[src/rtl/line_buf_arbiter_if.sv]
// Writer, reader and bank-port signals of the linebuffer ping-pong arbiter.
// Latency: n/a (signal bundle only).
// Backpressure: none; the reader holds rd_req until granted.
interface line_buf_arbiter_if #(
  parameter int ADDR_WIDTH = 16,
  parameter int DATA_WIDTH = 32
);
  // writer side
  logic                  wr_en;
  logic [ADDR_WIDTH-1:0] wr_addr;
  logic [DATA_WIDTH-1:0] wr_data;
  logic                  line_valid;
  logic                  frame_valid;
  // bank write port
  logic                  buf_wr_en;
  logic [ADDR_WIDTH:0]   buf_wr_addr;
  logic [DATA_WIDTH-1:0] buf_wr_data;
  // reader side
  logic                  rd_req;
  logic [ADDR_WIDTH-1:0] rd_addr;
  logic                  rd_done;
  logic                  rd_grant;
  logic                  rd_bank;
  logic                  rd_last;
  logic [ADDR_WIDTH:0]   buf_rd_addr;
  // overflow reporting
  logic                  drop;
  logic [7:0]            drop_count;

  modport slave (
    input  wr_en, wr_addr, wr_data, line_valid, frame_valid,
    input  rd_req, rd_addr, rd_done,
    output buf_wr_en, buf_wr_addr, buf_wr_data,
    output rd_grant, rd_bank, rd_last, buf_rd_addr,
    output drop, drop_count
  );

  modport master (
    output wr_en, wr_addr, wr_data, line_valid, frame_valid,
    output rd_req, rd_addr, rd_done,
    input  buf_wr_en, buf_wr_addr, buf_wr_data,
    input  rd_grant, rd_bank, rd_last, buf_rd_addr,
    input  drop, drop_count
  );
endinterface

[src/rtl/line_buf_arbiter.sv]
// Ping-pong manager for two linebuffer banks: steers writes, grants full lines in order.
// Latency: write path 1 cycle; grant 1 cycle after rd_req with a FULL bank.
// Backpressure: none to writer; a line completing with no free bank is dropped.
module line_buf_arbiter #(
  parameter int ADDR_WIDTH = 16,
  parameter int DATA_WIDTH = 32
) (
  input  logic               pclk,
  input  logic               reset,
  line_buf_arbiter_if.slave  bus
);

  localparam logic [1:0] S_EMPTY   = 2'd0;
  localparam logic [1:0] S_FILLING = 2'd1;
  localparam logic [1:0] S_FULL    = 2'd2;
  localparam logic [1:0] S_READING = 2'd3;

  localparam logic [0:0] R_IDLE  = 1'b0;
  localparam logic [0:0] R_GRANT = 1'b1;

  logic [1:0][1:0]       bank_state_q, bank_state_d;
  logic [1:0]            last_q, last_d;
  logic                  wr_bank_q, wr_bank_d;
  logic [0:0]            rd_state_q, rd_state_d;
  logic                  rd_bank_q, rd_bank_d;
  logic                  drop_q, drop_d;
  logic [7:0]            drop_count_q, drop_count_d;
  logic                  buf_wr_en_q, buf_wr_en_d;
  logic [ADDR_WIDTH:0]   buf_wr_addr_q, buf_wr_addr_d;
  logic [DATA_WIDTH-1:0] buf_wr_data_q, buf_wr_data_d;

  logic other_bank;
  logic rd_release;
  logic other_free;

  // A bank being released this cycle already counts as EMPTY for a completing line.
  assign other_bank = ~wr_bank_q;
  assign rd_release = (rd_state_q == R_GRANT) && bus.rd_done;
  assign other_free = (bank_state_q[other_bank] == S_EMPTY) ||
                      (rd_release && (rd_bank_q == other_bank));

  // Next-state for bank ownership, reader FSM, overflow and the registered write port.
  always_comb begin
    bank_state_d  = bank_state_q;
    last_d        = last_q;
    wr_bank_d     = wr_bank_q;
    rd_state_d    = rd_state_q;
    rd_bank_d     = rd_bank_q;
    drop_d        = 1'b0;
    drop_count_d  = drop_count_q;
    buf_wr_en_d   = bus.wr_en;
    buf_wr_addr_d = {wr_bank_q, bus.wr_addr};
    buf_wr_data_d = bus.wr_data;

    // Reader: grants only sample registered FULL, so a line completing now waits a cycle.
    if (rd_state_q == R_IDLE) begin
      if (bus.rd_req && (bank_state_q[rd_bank_q] == S_FULL)) begin
        bank_state_d[rd_bank_q] = S_READING;
        rd_state_d              = R_GRANT;
      end
    end else if (bus.rd_done) begin
      bank_state_d[rd_bank_q] = S_EMPTY;
      last_d[rd_bank_q]       = 1'b0;
      rd_state_d              = R_IDLE;
      rd_bank_d               = ~rd_bank_q;
    end

    // Writer: hand the finished bank over, or overwrite it in place when nothing is free.
    if (bus.line_valid) begin
      if (other_free) begin
        bank_state_d[wr_bank_q]  = S_FULL;
        last_d[wr_bank_q]        = bus.frame_valid;
        bank_state_d[other_bank] = S_FILLING;
        wr_bank_d                = other_bank;
      end else begin
        drop_d = 1'b1;
        if (drop_count_q != 8'hFF) begin
          drop_count_d = drop_count_q + 8'd1;
        end
      end
    end
  end

  // State registers; reset abandons any partial line or active grant immediately.
  always_ff @(posedge pclk or posedge reset) begin
    if (reset) begin
      bank_state_q  <= {S_EMPTY, S_FILLING};
      last_q        <= 2'b00;
      wr_bank_q     <= 1'b0;
      rd_state_q    <= R_IDLE;
      rd_bank_q     <= 1'b0;
      drop_q        <= 1'b0;
      drop_count_q  <= 8'd0;
      buf_wr_en_q   <= 1'b0;
      buf_wr_addr_q <= '0;
      buf_wr_data_q <= '0;
    end else begin
      bank_state_q  <= bank_state_d;
      last_q        <= last_d;
      wr_bank_q     <= wr_bank_d;
      rd_state_q    <= rd_state_d;
      rd_bank_q     <= rd_bank_d;
      drop_q        <= drop_d;
      drop_count_q  <= drop_count_d;
      buf_wr_en_q   <= buf_wr_en_d;
      buf_wr_addr_q <= buf_wr_addr_d;
      buf_wr_data_q <= buf_wr_data_d;
    end
  end

  assign bus.buf_wr_en   = buf_wr_en_q;
  assign bus.buf_wr_addr = buf_wr_addr_q;
  assign bus.buf_wr_data = buf_wr_data_q;
  assign bus.rd_grant    = (rd_state_q == R_GRANT);
  assign bus.rd_bank     = rd_bank_q;
  assign bus.rd_last     = (rd_state_q == R_GRANT) && last_q[rd_bank_q];
  assign bus.buf_rd_addr = {rd_bank_q, bus.rd_addr};
  assign bus.drop        = drop_q;
  assign bus.drop_count  = drop_count_q;

endmodule
[src/flat_wrapper.sv]
// flat-port wrapper written by rule: the top's interface ports become plain ports
module line_buf_arbiter_flat 
#(
  parameter int ADDR_WIDTH = 16,
  parameter int DATA_WIDTH = 32
)
  (pclk, reset, bus_wr_en, bus_wr_addr, bus_wr_data, bus_line_valid, bus_frame_valid, bus_rd_req, bus_rd_addr, bus_rd_done, bus_buf_wr_en, bus_buf_wr_addr, bus_buf_wr_data, bus_rd_grant, bus_rd_bank, bus_rd_last, bus_buf_rd_addr, bus_drop, bus_drop_count);
  line_buf_arbiter_if #(.ADDR_WIDTH(ADDR_WIDTH), .DATA_WIDTH(DATA_WIDTH)) bus_i ();
  input  logic pclk;
  input  logic reset;
  input wire logic [$bits(bus_i.wr_en)-1:0] bus_wr_en;
  input wire logic [$bits(bus_i.wr_addr)-1:0] bus_wr_addr;
  input wire logic [$bits(bus_i.wr_data)-1:0] bus_wr_data;
  input wire logic [$bits(bus_i.line_valid)-1:0] bus_line_valid;
  input wire logic [$bits(bus_i.frame_valid)-1:0] bus_frame_valid;
  input wire logic [$bits(bus_i.rd_req)-1:0] bus_rd_req;
  input wire logic [$bits(bus_i.rd_addr)-1:0] bus_rd_addr;
  input wire logic [$bits(bus_i.rd_done)-1:0] bus_rd_done;
  output wire logic [$bits(bus_i.buf_wr_en)-1:0] bus_buf_wr_en;
  output wire logic [$bits(bus_i.buf_wr_addr)-1:0] bus_buf_wr_addr;
  output wire logic [$bits(bus_i.buf_wr_data)-1:0] bus_buf_wr_data;
  output wire logic [$bits(bus_i.rd_grant)-1:0] bus_rd_grant;
  output wire logic [$bits(bus_i.rd_bank)-1:0] bus_rd_bank;
  output wire logic [$bits(bus_i.rd_last)-1:0] bus_rd_last;
  output wire logic [$bits(bus_i.buf_rd_addr)-1:0] bus_buf_rd_addr;
  output wire logic [$bits(bus_i.drop)-1:0] bus_drop;
  output wire logic [$bits(bus_i.drop_count)-1:0] bus_drop_count;
  assign bus_i.wr_en = bus_wr_en;
  assign bus_i.wr_addr = bus_wr_addr;
  assign bus_i.wr_data = bus_wr_data;
  assign bus_i.line_valid = bus_line_valid;
  assign bus_i.frame_valid = bus_frame_valid;
  assign bus_i.rd_req = bus_rd_req;
  assign bus_i.rd_addr = bus_rd_addr;
  assign bus_i.rd_done = bus_rd_done;
  assign bus_buf_wr_en = bus_i.buf_wr_en;
  assign bus_buf_wr_addr = bus_i.buf_wr_addr;
  assign bus_buf_wr_data = bus_i.buf_wr_data;
  assign bus_rd_grant = bus_i.rd_grant;
  assign bus_rd_bank = bus_i.rd_bank;
  assign bus_rd_last = bus_i.rd_last;
  assign bus_buf_rd_addr = bus_i.buf_rd_addr;
  assign bus_drop = bus_i.drop;
  assign bus_drop_count = bus_i.drop_count;
  line_buf_arbiter #(.ADDR_WIDTH(ADDR_WIDTH), .DATA_WIDTH(DATA_WIDTH)) u_core (.pclk(pclk), .reset(reset), .bus(bus_i));
endmodule
[config.mk]
export PLATFORM = sky130hd
export DESIGN_NAME = line_buf_arbiter_flat
export DESIGN_NICKNAME = d
export VERILOG_FILES = /design/src/rtl/line_buf_arbiter_if.sv /design/src/rtl/line_buf_arbiter.sv /design/src/flat_wrapper.sv
export SDC_FILE = /design/constraint.sdc
export NUM_CORES = 1
export LEC_CHECK = 0
export CORE_AREA = 2 2 58 115
export CTS_CLUSTER_DIAMETER = 200
export DETAILED_ROUTE_END_ITERATION = 8
export DIE_AREA = 0 0 60 117
export GPL_TIMING_DRIVEN = 0
export PLACE_DENSITY = 0.83
export SLEW_MARGIN = 20
export SYNTH_ARGS = -nofsm -noshare
export SYNTH_HDL_FRONTEND = slang
export SYNTH_SLANG_ARGS = --single-unit
[constraint.sdc]
create_clock -name pclk -period 7.1 [get_ports pclk]
set_clock_uncertainty 0.1 [all_clocks]
set_input_delay 1.42 -clock pclk [delete_from_list [all_inputs] [get_ports pclk]]
set_output_delay 1.42 -clock pclk [all_outputs]
set_load 0.03 [all_outputs]
Yosys cells after proc, flatten, opt, wreduce, memory -nomap -nowiden
Cells that the tools add are included.
{"block": "word_totals", "input_bits": 71, "wordCells": 78, "mem_bits_rw": 0, "mem_bits_ro": 0, "latch_bits": 0, "regBits": 68, "memories": 0, "output_inout_bits": 79}
{"block": "classes", "div_mod_pow": 0, "n_addsub": 1, "order_cmp": 6, "shift": 0, "n_reduce_logical": 12, "mul": 0, "n_bitwise": 14, "n_eq_ne": 3, "muxes": 31}
{"cell": "two-way mux 2 bit", "n": 11}
{"cell": "two-way mux 4 bit", "n": 5}
{"cell": "two-way mux 1 bit", "n": 9}
{"cell": "adder 8 x 1 -> 8 bit, second input constant", "n": 1}
{"cell": "!= test 8 bit, second input constant", "n": 1}
{"cell": "logical AND 1 bit", "n": 7}
{"cell": "bitwise AND 2 bit", "n": 3}
{"cell": "demux 2 bit (select 1 bit)", "n": 3}
{"cell": "< comparator 1 x 2 -> 1 bit, second input constant", "n": 3}
{"cell": "NOT 2 bit", "n": 3}
{"cell": "bitwise AND 4 bit", "n": 1}
{"cell": "NOT 4 bit", "n": 1}
{"cell": "OR 2 bit", "n": 2}
{"cell": "OR 4 bit", "n": 1}
{"cell": "AND reduction 2 bit", "n": 2}
{"cell": "greater-or-equal comparator 1 bit, second input constant", "n": 3}
{"cell": "NOT 1 bit", "n": 3}
{"cell": "AND reduction 3 bit", "n": 1}
{"cell": "bitwise mux 2 bit", "n": 1}
{"cell": "demux 1 bit (select 1 bit)", "n": 2}
{"cell": "equality test 2 bit, second input constant", "n": 1}
{"cell": "logical NOT 2 bit", "n": 1}
{"cell": "equality test 1 bit", "n": 1}
{"cell": "logical OR 1 bit", "n": 1}

Logic depth before layout (Yosys ltp)
{"block": "logic_depth", "depth_word": 12, "ltp_mapped": 5, "depth_no_buf": 5}

Least setup slack after synthesis
Ideal clock, no wire load.
{"block": "synth_path", "kind": "input -> output", "start": "input bus_rd_addr[0]", "end": "output bus_buf_rd_addr[0]", "n_path_buf": 1, "t_arrival_ns": 1.565, "stages": 1, "path_slack_ns": 4.015, "required_ns": 5.580, "path_cell_list": "buf_4"}
{"item": "from (decl)", "line": "flat_wrapper.sv:17", "source": "input wire logic [$bits(bus_i.rd_addr)-1:0] bus_rd_addr;"}
{"item": "to (decl)", "line": "flat_wrapper.sv:25", "source": "output wire logic [$bits(bus_i.buf_rd_addr)-1:0] bus_buf_rd_addr;"}
No word-level cell between the ends.

Worst setup path in the final report
{"block": "layout_path", "start": "input bus_rd_addr[2]", "end": "output bus_buf_rd_addr[2]"}
No word-level cell between the ends.

==> results_tabular.tex <==
\begin{tabular}{lr}
\hline
Metric & Value \\
\hline
\multicolumn{2}{l}{\textbf{Clocking}} \\
\quad Hold-fix buffer count after cts & 0 \\
\quad CTS root buf & sky130\_fd\_sc\_hd\_\_clkbuf\_16 \\
\quad \# Post-CTS Setup Buffers & 0 \\
\quad Maximum clock insertion buffer count & 2 \\
\quad Clock transition at the register clock pins on the worst setup and hold paths after CTS & 50 ps \\
\quad Number of levels in the clock H-tree & 3 \\
\quad CTS-repair resized insts & 0 \\
\quad TritonCTS Sinks & 68 \\
\quad CTS tree & built \\
\quad Number of clock buffers inserted by TritonCTS & 9 \\
\quad Clock network latency to the later pin of the worst-skew pair & 320 ps \\
\multicolumn{2}{l}{\textbf{Critical path}} \\
\quad R2r endpoint & u\_core.bus.drop\_count[1]\$\_DFFE\_PP0P\_ \\
\quad Worst setup startpoint & bus\_rd\_addr[2] \\
\quad Launch instance of the worst register-to-register path & u\_core.bus.drop\_count[0]\$\_DFFE\_PP0P\_ \\
\quad Setup slack on the worst flop-to-flop path & 5240 ps \\
\quad Largest stage delay on the critical path & 660 ps \\
\quad Critical Path Start Type & input port \\
\quad CP Data Required Time & 5580 ps \\
\quad End point of the critical path & bus\_buf\_rd\_addr[2] \\
\quad Slowest CP cell & sky130\_fd\_sc\_hd\_\_clkdlybuf4s50\_1 \\
\quad CP arrival & 2160 ps \\
\quad Path length in cells of the critical path & 2 \\
\quad Capturing element type of the critical path & output pin \\
\quad Setup CP Type & in -> out \\
\quad Cell type group with the largest total delay on the critical path & buffers and inverters \\
\quad Cell breakdown of the critical path & buf\_4 -> clkdlybuf4s50\_1 \\
\quad Buffers plus inverters on the worst setup path & 2 \\
\quad Worst-path fanout max & 1 \\
\quad Path depth of the worst reg2reg path & 5 \\
\multicolumn{2}{l}{\textbf{GRT}} \\
\quad Global-route wire length before repair & 8830 µm \\
\quad GRT Overall Usage & 0.174 \\
\quad Initial antenna violation count & 0 \\
\quad Via count of the first global-routing pass & 1,769 \\
\quad Largest net degree at the start of global routing & 38 \\
\quad Remaining Overflow, GRT & 0 \\
\multicolumn{2}{l}{\textbf{Timing}} \\
\quad Final number of setup-violating endpoints & 0 \\
\quad Setup TNS & 0 ps \\
\quad Hold violation total from the final report & 0 \\
\quad Hold WS & 441 ps \\
\quad Slew at the pin closest to its max-slew limit & 438 ps \\
\quad Number of max-slew violations in the final report & 0 \\
\quad Ratio of final minimum period to clock period & 0.518 \\
\quad Tightest slew margin relative to the limit & 0.707 \\
\quad Max Fclk & 272 MHz \\
\quad Shortest period the worst path allows & 3680 ps \\
\quad Setup repair after global routing missed its margin & false \\
\quad Worst setup margin & 3420 ps \\
\multicolumn{2}{l}{\textbf{Route}} \\
\quad DR WL/cell & 15.0 µm \\
\quad Avg Vias per Cell & 4.51 \\
\quad Number of iterations in the first detailed-routing pass & 4 \\
\quad Initial DRC count & 34 \\
\quad Number of nets with antenna violations after detailed routing & 0 \\
\quad Total via count in the routed design & 1,753 \\
\quad Remaining routing DRC violations & 0 \\
\quad Final wirelength & 5850 µm \\
\multicolumn{2}{l}{\textbf{Layout}} \\
\quad Fin area & 4110 µm² \\
\quad Top library cells by usage in the layout, fill and taps aside & sky130\_fd\_sc\_hd\_\_clkdlybuf4s50\_1 (132), sky130\_fd\_sc\_hd\_\_dfrtp\_1 (67), sky130\_fd\_sc\_hd\_\_buf\_4 (17) \\
\quad Area added between synthesis and finish & 75.7\% \\
\quad Share of post-route cells with drive strength above 1 & 0.155 \\
\quad Final Non-Filler Cells & 389 \\
\quad Commonest non-fill, non-tap cell in the layout & sky130\_fd\_sc\_hd\_\_clkdlybuf4s50\_1 \\
\quad Final standard cell utilization of the core & 0.662 \\
\quad Count of antenna diodes in the layout & 0 \\
\quad NumNets Final & 370 \\
\multicolumn{2}{l}{\textbf{Yosys}} \\
\quad Synth area leaders & sky130\_fd\_sc\_hd\_\_dfrtp\_1 (72\%), sky130\_fd\_sc\_hd\_\_buf\_4 (5.5\%), sky130\_fd\_sc\_hd\_\_mux2i\_1 (2.1\%) \\
\quad Synth top area share & 0.717 \\
\quad Instance count of the mapped netlist & 154 \\
\quad Cell area after technology mapping & 2340 µm² \\
\quad Unique masters post-synth & 37 \\
\quad Post-Syn Nets & 226 \\
\quad Synth Register Bits & 68 \\
\quad Yosys warning count & 0 \\
\quad Cell type with the highest aggregate area in the netlist & sky130\_fd\_sc\_hd\_\_dfrtp\_1 \\
\quad Post-synthesis area per instance & 15.2 µm² \\
\quad Sequential element share of the synthesized area & 0.728 \\
\multicolumn{2}{l}{\textbf{Floorplan}} \\
\quad Row count & 41 \\
\quad I/O Pins & 150 \\
\quad Area enclosed by the die boundary & 7020 µm² \\
\quad Starting Density & 0.377 \\
\quad Chip Width & 60 µm \\
\quad Floorplan die height & 117 µm \\
\quad Area of the core region & 6210 µm² \\
\multicolumn{2}{l}{\textbf{Pwr}} \\
\quad Cell-internal power & 900 µW \\
\quad Switching part of the total & 0.289 \\
\quad NetSw & 366 µW \\
\quad Combinational Power Share & 0.243 \\
\quad Clock power frac & 0.369 \\
\quad Worst VDD drop & 0.222 mV \\
\quad Power density over the cells & 308 nW/µm² \\
\quad Sequential group share of total power & 0.388 \\
\quad Leakage & 1.78 nW \\
\quad Total power draw & 1.27 mW \\
\multicolumn{2}{l}{\textbf{Place}} \\
\quad Place WS & 3420 ps \\
\quad Number of buffer cells added on primary ports & 132 \\
\quad Placed instance count & 373 \\
\quad HPWL Detailed & 4440 µm \\
\quad RePlAce Congestion & 0.777 \\
\quad Placed instance area & 3790 µm² \\
\multicolumn{2}{l}{\textbf{Job}} \\
\quad MaxCap Viol Count & 0 \\
\multicolumn{2}{l}{\textbf{Outcome}} \\
\quad Status & completed \\
\multicolumn{2}{l}{\textbf{Worst hold path}} \\
\quad Worst hold path class & reg -> reg \\
\hline
\end{tabular}
metal layers:
metal  track usage  routed length (µm)  vias up
met5             0                   0        -
met4        0.0800                 126        0
met3        0.0571                 503       10
met2         0.290                3070      111
met1         0.198                2140      849
li1              -                   -      783
synthesized netlist by cell type (all sizes together):
master  instances
a21oi           3
a41oi           1
o211a           1
nor3            3
and3            1
ha              1
nand3           2
o211ai          1
or3             1
a21o            1
a32o            1
buf            18
xor2            4
a31o            1
nand2          10
mux2i           5
clkbuf          1
and2            2
dfstp           1
mux2            1
nand3b          2
dfrtp          67
o21ai           4
a31oi           2
inv             6
xnor2           5
nor2b           1
nor4            3
nor2            2
nand4           2
or3b            1
power groups by stage:
stage	clock (mW)	sequential [mW]	combinational, mW
after floorplan	0	0.560	0.0958
after global placement	0	0.492	0.299
after detailed placement	0	0.495	0.310
after CTS	0.474	0.490	0.311
after global routing	0.493	0.496	0.328
final	0.468	0.491	0.308
final cells by class:
class / instances / area [µm²]
buffer: 19 / 136
clock buffer: 12 / 246
clock inverter: 4 / 72.6
fill: 445 / 2100
inverter: 6 / 25.0
multi-input combinational: 61 / 477
sequential: 68 / 1700
tap: 86 / 108
timing repair buffer: 133 / 1340
how the worst min path moves through the flow:
stage                                         start                              endpoint  slack, ps  cells past startpoint
6_report                 u_core.last_q[1]$_DFF_PP0_            u_core.last_q[1]$_DFF_PP0_        440                      2
5_1_grt        u_core.bus.drop_count[2]$_DFFE_PP0P_  u_core.bus.drop_count[2]$_DFFE_PP0P_        470                      1
4_1_cts        u_core.bus.drop_count[2]$_DFFE_PP0P_  u_core.bus.drop_count[2]$_DFFE_PP0P_        450                      1
3_5_place_dp   u_core.bus.drop_count[2]$_DFFE_PP0P_  u_core.bus.drop_count[2]$_DFFE_PP0P_        430                      1
3_3_place_gp   u_core.bus.drop_count[2]$_DFFE_PP0P_  u_core.bus.drop_count[2]$_DFFE_PP0P_        410                      1
2_1_floorplan          u_core.wr_bank_q$_DFFE_PP0P_  u_core.bus.buf_wr_addr[16]$_DFF_PP0_        380                      0
sequential cells by signal, summed over array words and instances (netlist names), 2 cells and up:
| name | count |
|---|---|
| u_core.bus.buf_wr_data | 32 |
| u_core.bus.buf_wr_addr | 17 |
| u_core.bus.drop_count | 8 |
| u_core.bank_state_q | 4 |
| u_core.last_q | 2 |
cells by family after synthesis:
kind of cell | synth area share
mux | 0.0262
compound gates | 0.0519
xor+xnor | 0.0337
simple gates | 0.0867
flops | 0.728
fa+ha+maj | 0.00535
buf+inv | 0.0679
(Power assumes the default switching activity.)
